--- config.mk ---
export PLATFORM = sky130hd
export DESIGN_NAME = mc_control_unit
export DESIGN_NICKNAME = d
export VERILOG_FILES = /design/src/rtl/mc_control_unit.sv
export SDC_FILE = /design/constraint.sdc
export NUM_CORES = 1
export LEC_CHECK = 0
export BUFFER_PORTS_ARGS = -buffer_cell sky130_fd_sc_hd__buf_2
export CAP_MARGIN = 20
export CORE_ASPECT_RATIO = 2
export CORE_UTILIZATION = 48
export DETAILED_ROUTE_END_ITERATION = 10
export PLACE_DENSITY = 0.76
export SYNTH_ARGS = -nofsm -noshare
export SYNTH_HDL_FRONTEND = slang
export SYNTH_SLANG_ARGS = --single-unit
--- constraint.sdc ---
create_clock -name CLK -period 2.19 [get_ports CLK]
set_input_delay 0.1095 -clock CLK [delete_from_list [all_inputs] [get_ports CLK]]
set_output_delay 0.1095 -clock CLK [all_outputs]
set_load 0.02 [all_outputs]
--- src/rtl/mc_control_unit.sv ---
// Multi-cycle sequencing controller for an RV32I-subset CPU: fetch/decode/execute/
// memory/write-back state machine, datapath strobes, cycle and retire counters.
module mc_control_unit #(
   parameter int CNT_W = 32
) (
   input  logic             CLK,
   input  logic             RST,
   input  logic [6:0]       op,
   input  logic [2:0]       funct3,
   input  logic             funct7b5,
   input  logic             zero,
   input  logic             sign,
   output logic [2:0]       state,
   output logic             IRWr,
   output logic             PCWre,
   output logic [1:0]       PCSrc,
   output logic             RegWre,
   output logic             ALUSrcB,
   output logic [3:0]       ALUOp,
   output logic [2:0]       ExtSel,
   output logic             MemRd,
   output logic             MemWr,
   output logic [1:0]       WrSrc,
   output logic             halted,
   output logic [CNT_W-1:0] cycle_cnt,
   output logic [CNT_W-1:0] instr_cnt
);

   typedef enum logic [2:0] {
      S_IF     = 3'b000,
      S_ID     = 3'b001,
      S_EXE_LS = 3'b010,
      S_MEM    = 3'b011,
      S_WB_LD  = 3'b100,
      S_EXE_BR = 3'b101,
      S_EXE_AL = 3'b110,
      S_WB_AL  = 3'b111
   } state_t;

   localparam logic [6:0] OP_R   = 7'b0110011;
   localparam logic [6:0] OP_I   = 7'b0010011;
   localparam logic [6:0] OP_BR  = 7'b1100011;
   localparam logic [6:0] OP_LW  = 7'b0000011;
   localparam logic [6:0] OP_SW  = 7'b0100011;
   localparam logic [6:0] OP_JAL = 7'b1101111;

   localparam logic [3:0] ALU_ADD  = 4'b0000;
   localparam logic [3:0] ALU_SUB  = 4'b0001;
   localparam logic [3:0] ALU_SLL  = 4'b0010;
   localparam logic [3:0] ALU_SLT  = 4'b0011;
   localparam logic [3:0] ALU_SLTU = 4'b0100;
   localparam logic [3:0] ALU_XOR  = 4'b0101;
   localparam logic [3:0] ALU_SRL  = 4'b0110;
   localparam logic [3:0] ALU_SRA  = 4'b0111;
   localparam logic [3:0] ALU_OR   = 4'b1000;
   localparam logic [3:0] ALU_AND  = 4'b1001;

   state_t           r_state;
   state_t           w_state_next;
   state_t           w_dec_state;
   logic             r_halted;
   logic             w_halted_next;
   logic             w_dec_halted;
   logic [CNT_W-1:0] r_cycle_cnt;
   logic [CNT_W-1:0] r_instr_cnt;
   logic [3:0]       w_alu_op;
   logic             w_taken;
   logic             w_is_r, w_is_i, w_is_br, w_is_lw, w_is_sw, w_is_jal;

   assign w_is_r   = (op == OP_R);
   assign w_is_i   = (op == OP_I);
   assign w_is_br  = (op == OP_BR);
   assign w_is_lw  = (op == OP_LW);
   assign w_is_sw  = (op == OP_SW);
   assign w_is_jal = (op == OP_JAL);

   // funct7b5 selects sub only for R-type; shifts use it for both R and I forms.
   always_comb begin
      w_alu_op = ALU_ADD;
      case (funct3)
         3'b000:  w_alu_op = (w_is_r && funct7b5) ? ALU_SUB : ALU_ADD;
         3'b001:  w_alu_op = ALU_SLL;
         3'b010:  w_alu_op = ALU_SLT;
         3'b011:  w_alu_op = ALU_SLTU;
         3'b100:  w_alu_op = ALU_XOR;
         3'b101:  w_alu_op = funct7b5 ? ALU_SRA : ALU_SRL;
         3'b110:  w_alu_op = ALU_OR;
         default: w_alu_op = ALU_AND;
      endcase
   end

   always_comb begin
      w_taken = 1'b0;
      case (funct3)
         3'b000:  w_taken = zero;
         3'b001:  w_taken = !zero;
         3'b100:  w_taken = sign;
         3'b101:  w_taken = !sign;
         default: w_taken = 1'b0;
      endcase
   end

   always_comb begin
      w_state_next  = r_state;
      w_halted_next = r_halted;
      if (!r_halted) begin
         case (r_state)
            S_IF:     w_state_next = S_ID;
            S_ID: begin
               if (w_is_r || w_is_i)        w_state_next = S_EXE_AL;
               else if (w_is_br)            w_state_next = S_EXE_BR;
               else if (w_is_lw || w_is_sw) w_state_next = S_EXE_LS;
               else if (w_is_jal)           w_state_next = S_IF;
               else begin
                  w_state_next  = S_IF;
                  w_halted_next = 1'b1;
               end
            end
            S_EXE_AL: w_state_next = S_WB_AL;
            S_EXE_LS: w_state_next = S_MEM;
            S_MEM:    w_state_next = w_is_lw ? S_WB_LD : S_IF;
            default:  w_state_next = S_IF;
         endcase
      end
   end

   // While RST is high the outputs decode as IF so an interrupted store never strobes.
   assign w_dec_state  = RST ? S_IF : r_state;
   assign w_dec_halted = RST ? 1'b0 : r_halted;

   always_comb begin
      IRWr    = 1'b0;
      PCWre   = 1'b0;
      PCSrc   = 2'b00;
      RegWre  = 1'b0;
      ALUSrcB = 1'b0;
      ALUOp   = ALU_ADD;
      ExtSel  = 3'b000;
      MemRd   = 1'b0;
      MemWr   = 1'b0;
      WrSrc   = 2'b00;
      if (!w_dec_halted) begin
         case (w_dec_state)
            S_IF: IRWr = 1'b1;
            S_ID: begin
               if (w_is_jal) begin
                  RegWre = 1'b1;
                  WrSrc  = 2'b10;
                  ExtSel = 3'b011;
                  PCSrc  = 2'b01;
                  PCWre  = 1'b1;
               end
            end
            S_EXE_AL, S_WB_AL: begin
               ALUSrcB = w_is_i;
               ALUOp   = w_alu_op;
               if (w_dec_state == S_WB_AL) begin
                  RegWre = 1'b1;
                  PCWre  = 1'b1;
               end
            end
            S_EXE_BR: begin
               ALUOp  = ALU_SUB;
               ExtSel = 3'b010;
               PCWre  = 1'b1;
               PCSrc  = w_taken ? 2'b01 : 2'b00;
            end
            S_EXE_LS, S_MEM: begin
               ALUSrcB = 1'b1;
               ExtSel  = w_is_sw ? 3'b001 : 3'b000;
               if (w_dec_state == S_MEM) begin
                  MemRd = w_is_lw;
                  MemWr = w_is_sw;
                  PCWre = w_is_sw;
               end
            end
            default: begin
               MemRd  = 1'b1;
               RegWre = 1'b1;
               WrSrc  = 2'b01;
               PCWre  = 1'b1;
            end
         endcase
      end
   end

   always_ff @(posedge CLK) begin
      if (RST) begin
         r_state     <= S_IF;
         r_halted    <= 1'b0;
         r_cycle_cnt <= '0;
         r_instr_cnt <= '0;
      end else begin
         r_state  <= w_state_next;
         r_halted <= w_halted_next;
         if (!r_halted) r_cycle_cnt <= r_cycle_cnt + CNT_W'(1);
         if (PCWre)     r_instr_cnt <= r_instr_cnt + CNT_W'(1);
      end
   end

   assign state     = w_dec_state;
   assign halted    = w_dec_halted;
   assign cycle_cnt = r_cycle_cnt;
   assign instr_cnt = r_instr_cnt;

endmodule
### Word-level counts from Yosys, hierarchy flattened

Index checks and enable logic that the tools add are counted.

* register bits: 68
* bits of input ports: 15
* output and inout bits: 85
* word-level logic and storage cells: 87

* $add $sub $neg: 2
* equality and inequality tests: 22
* muxes and demuxes: 46
* reduce and logical (&&, ||, !) cells: 13

Operators by type and width (count)
* adder 32 x 1 -> 32 bit (second input constant): 2
* one-hot mux 4 bit (7 select lines): 1
* two-way mux 1 bit: 25
* == test 3 bit (second input constant): 7
* == test 3 x 2 -> 1 bit (second input constant): 6
* one-hot mux 3 bit (5 select lines): 1
* == test 7 x 6 -> 1 bit (second input constant): 2
* == test 7 bit (second input constant): 2
* two-way mux 3 bit: 4
* two-way mux 2 bit: 5
* == test 3 x 1 -> 1 bit (second input constant): 3
* zero test 3 bit: 3
* one-hot mux 1 bit (4 select lines): 2
* one-hot mux 4 bit (2 select lines): 1
* == test 7 x 2 -> 1 bit (second input constant): 1
* == test 7 x 5 -> 1 bit (second input constant): 1
* one-hot mux 1 bit (2 select lines): 3
* one-hot mux 2 bit (3 select lines): 1
* OR reduction 6 bit: 1
* OR reduction 5 bit: 1
* two-way mux 4 bit: 1
* one-hot mux 2 bit (2 select lines): 1
* OR reduction 2 bit: 2
* OR reduction 4 bit: 1
* other kinds (4): 6

### Longest topological paths before layout

* word-level depth: 7
* depth in mapped cells: 8
* mapped depth without buffers: 6

### Worst setup path after synthesis

Ideal clock, no wire load.

* path kind: flip-flop to output port
* start point: register r_state[1]
* end point: output ExtSel[1]
* data arrival time: 2.220 ns
* data required time: 2.081 ns
* path slack: -0.140 ns
* cell stages (with the launch flop): 5
* buffers on the path: 1
* cell sequence: dfxtp_1 -> nand3b_1 -> or4_1 -> buf_2 -> a2111oi_0

* longest elaborated chain between the ends: 5
* elaborated cells between the ends (all ways): 8
* those cells by class: eq/ne: 4; mux: 3; reduce/logical: 1

RTL lines
* from (decl): RTL line 58 `state_t r_state;`
* from (signal assigned): RTL line 194 `r_state <= w_state_next;`
* two-way mux 3 bit (*): RTL line 128 `assign w_dec_state = RST ? S_IF : r_state;`
* == test 3 x 2 -> 1 bit: RTL line 143 `case (w_dec_state)`
* OR reduction 2 bit: RTL line 143
* one-hot mux 2 bit (3 select lines) (*): RTL line 143
* two-way mux 2 bit (*): RTL line 142 `if (!w_dec_halted) begin`
* to (decl): RTL line 20 `output logic [2:0] ExtSel,`

Mark *: on every way between the ends. The rest lies on a longest branch, timed or not.

### Worst setup path after layout

* start point: register r_state[2]
* end point: register r_instr_cnt[16] (netlist: instr_cnt[16])

* longest elaborated chain between the ends: 5
* elaborated cells between the ends (all ways): 13
* those cells by class: eq/ne: 5; mux: 5; reduce/logical: 3

RTL lines
* two-way mux 3 bit (*): RTL line 128
* == test 3 x 2 -> 1 bit, or another cell as far along: RTL line 143, 171
* two-way mux 1 bit, or another cell as far along: RTL line 171 `if (w_dec_state == S_MEM) begin`
* one-hot mux 1 bit (4 select lines) (*): RTL line 143
* two-way mux 1 bit (*): RTL line 142
* to (signal assigned): RTL line 197 `if (PCWre) r_instr_cnt <= r_instr_cnt + CNT_W'(1);`
* to (decl): RTL line 65 `logic [CNT_W-1:0] r_instr_cnt;`

Marked as above.
A chain may end at the register's enable or synchronous reset.

==> results.yml <==
die:
  start_util: 0.4937
  io_pins: 100
  fp.dieH_um: 129.4
  die_w_um: 65.68
  rows: 46
  coreArea_um2: 7885
  dieArea_um2: 8495
clocking:
  clockBufferDepth: 2
  hold_buffers: 0
  htree_levels: 3
  cts_num_sinks: 68
  clkTransAtPathRegs_ns: 0.05
  cts_buffers: 9
  cts_tree: "done"
  clkLatencyLatePin_ns: 0.33
  clock-root-buffer: "clkbuf_16"
power_and_ir_drop:
  p_sw_mw: 0.6691
  p_int_mw: 2.472
  p_leak_nw: 2.253
  pwr-share-seq: 0.404
  p_per_area_nw_per_um2: 601.0
  p_sw_frac: 0.2130
  power_mw: 3.142
  power_frac_clock: 0.522
  combPwrFrac: 0.075
  ir_drop_v: 0.0004179
drt:
  routed_wl_um: 10760
  first_pass_iters: 4
  viasPerCell: 5.684
  drc: 0
  wl_per_cell_um: 15.19
  ant_nets: 0
  vias: 4024
  drt_iter0_markers: 145
timing:
  worst_hold_slack_ns: 0.2333
  maxSlewHeadroom: 0.5684
  tightest_slew_ns: 0.6474
  fmax_mhz: 457.4
  rsz0062_at_grt: "true"
  hold_viol: 0
  fin_crit_sh: 0.9983
  worst_clock_skew_ns: 0.004932
  setup_violations: 0
  slew_viol_final: 0
  fin_setup_tns_ns: 0
  min_period_ns: 2.186
cells_and_area:
  fin_nets: 625
  layout_commonest_cell: "buf_2"
  fill_cells: 636
  layout_common_cells: "96 x buf_2, 71 x nor2_1, 67 x dfxtp_1"
  areaGrowthSynthToFinish_pct: 34.30
  drive_gt1_frac: 0.3268
  antenna_cells: 0
  stdcell_count: 708
status:
  run_status: "completed"
global_route:
  globalRouteTotalUtil: 0.2526
  grt_pass1_vias: 3797
  antenna_found_initial: 0
  grt_pass1_wl_um: 16620
  grt_max_degree: 68
  overflow: 0
worst_setup_path:
  endpoint_kind: "register"
  critPathMaxFanout: 15
  crit_path_start_kind: "register"
  worstSetupPathType: "register to register"
  crit_chain: "nand2b_4 -> or4_4 -> a21o_4 -> buf_12 -> a2111oi_4 -> mux2_4"
  cpMaxStageDelayCell: "or4_4"
  crit_required_ns: 2.41
  slowest_delay_ns: 0.49
  worstPathArrival_ns: 2.40
synthesis:
  netlist_area_um2: 3892
  synth.top_cell.area_share: 0.3497
  synth_edf_count: 0
  async_flop_share: 0
  synthCells: 483
  yosys_warnings: 0
  yosys.area.top_type: "dfxtp_1"
  ys_seq_area_frac: 0.3497
  avgSynthCellArea_um2: 8.059
  ys.flop_type: "dfxtp_1"
  synth_cell_types: 49
  synth_area_leaders: "dfxtp_1 35%, mux2_2 7.5%, nor2_1 6.8%"
  synth-seq-cells: 68
job:
  drv_cap: 0
placed_design:
  gp_congestion: 0.8592
  portBuffers: 97
  place_hpwl_um: 7746
  dp_cells: 690
min_path:
  hold_class: "primary input to register"
## final timing paths
kind | cells past startpoint | start | endpoint | slack (ns)
worst max-delay path | 6 | r_state[2]$_SDFFE_PP0N_ | instr_cnt[16]$_SDFFE_PP0P_ | 0.004
worst min-delay path | 5 | op[3] | r_state[1]$_SDFFE_PP0N_ | 0.23
worst max register to register | 6 | r_state[2]$_SDFFE_PP0N_ | instr_cnt[16]$_SDFFE_PP0P_ | 0.004
worst min register to register | 2 | cycle_cnt[31]$_SDFFE_PP0N_ | cycle_cnt[31]$_SDFFE_PP0N_ | 0.49
## synthesized netlist by cell type, types with 4 or more instances
library cell	instances
nor2_1	71
dfxtp_1	68
nand2_1	33
nor2b_1	32
a21oi_1	31
nand3_1	30
mux2_2	26
clkbuf_1	22
nand4_1	20
xor2_1	16
o21ai_0	14
inv_1	10
a211oi_1	9
or3_1	8
xnor2_1	8
mux2i_1	7
nand3b_1	7
nand2b_1	6
nor3_1	6
nor4_1	6
and2_1	5
and3_1	5
and4_1	4
## through the flow
step	utilization	cell area (µm²)	worst slack, ns
detailed placement	0.6020	4747	-0.03460
floorplan	-	3933	-0.01813
global route	0.6630	5228	-0.04038
CTS	0.6523	5144	0.002325
finish	0.6630	5228	0.003760
global placement	0.6020	4747	0.006245
## critical path, delay by kind of cell, from the launching register on
kind            cells  cell delay [ns]
buf+inv             1             0.16
compound gates      2             0.62
simple gates        2             0.63
flops               1             0.33
mux                 1             0.33
## final cells by class
type | instances | area (µm²) | share of cell area
multi-input combinational | 376 | 2467 | 0.4720
sequential | 68 | 1363 | 0.2607
timing repair buffer | 143 | 900.9 | 0.1723
clock buffer | 10 | 239.0 | 0.04572
tap | 96 | 120.1 | 0.02298
clock inverter | 5 | 100.1 | 0.01915
inverter | 10 | 37.54 | 0.007180
## cells by family after synthesis
| logic type | Yosys count | synth area share |
|---|---|---|
| adder cells (fa/ha/maj) | 2 | 0.006428 |
| XOR/XNOR | 24 | 0.05400 |
| multiplexers | 33 | 0.09322 |
| AO/OA/AOI/OAI | 73 | 0.1292 |
| buffers and inverters | 40 | 0.04404 |
| flip-flops | 68 | 0.3497 |
| AND/OR/NAND/NOR | 242 | 0.3224 |
| other | 1 | 0.0009634 |
## routing by layer
layer | GRT usage | up-vias | wire length (µm)
met5 | 0 | - | 0
met4 | 0.1471 | 0 | 352
met3 | 0.04313 | 28 | 369
met2 | 0.4952 | 110 | 6264
met1 | 0.2290 | 1936 | 3770
li1 | - | 1950 | -
## sequential cells by signal, summed over array words and instances, names as in the netlist
| register | cells |
|---|---|
| cycle_cnt | 32 |
| instr_cnt | 32 |
| r_halted | 1 |
| r_state | 3 |
## what timing repair did
action	4_1_cts	5_1_grt
pin swaps	1	3
gates resized for setup	4	8
gates cloned	1	1
setup buffers	0	1
endpoints found under the setup margin	8	13
endpoints found under the hold margin	0	0
## power groups by stage
stage | Combinational [mW] | Clock [mW] | Sequential (mW)
after floorplan | 0.136 | 0 | 1.30
after global placement | 0.218 | 0 | 1.29
after detailed placement | 0.225 | 0 | 1.29
after CTS | 0.230 | 1.67 | 1.27
after global routing | 0.256 | 1.73 | 1.27
final | 0.234 | 1.64 | 1.27
Power figures use the tool's default switching activity.
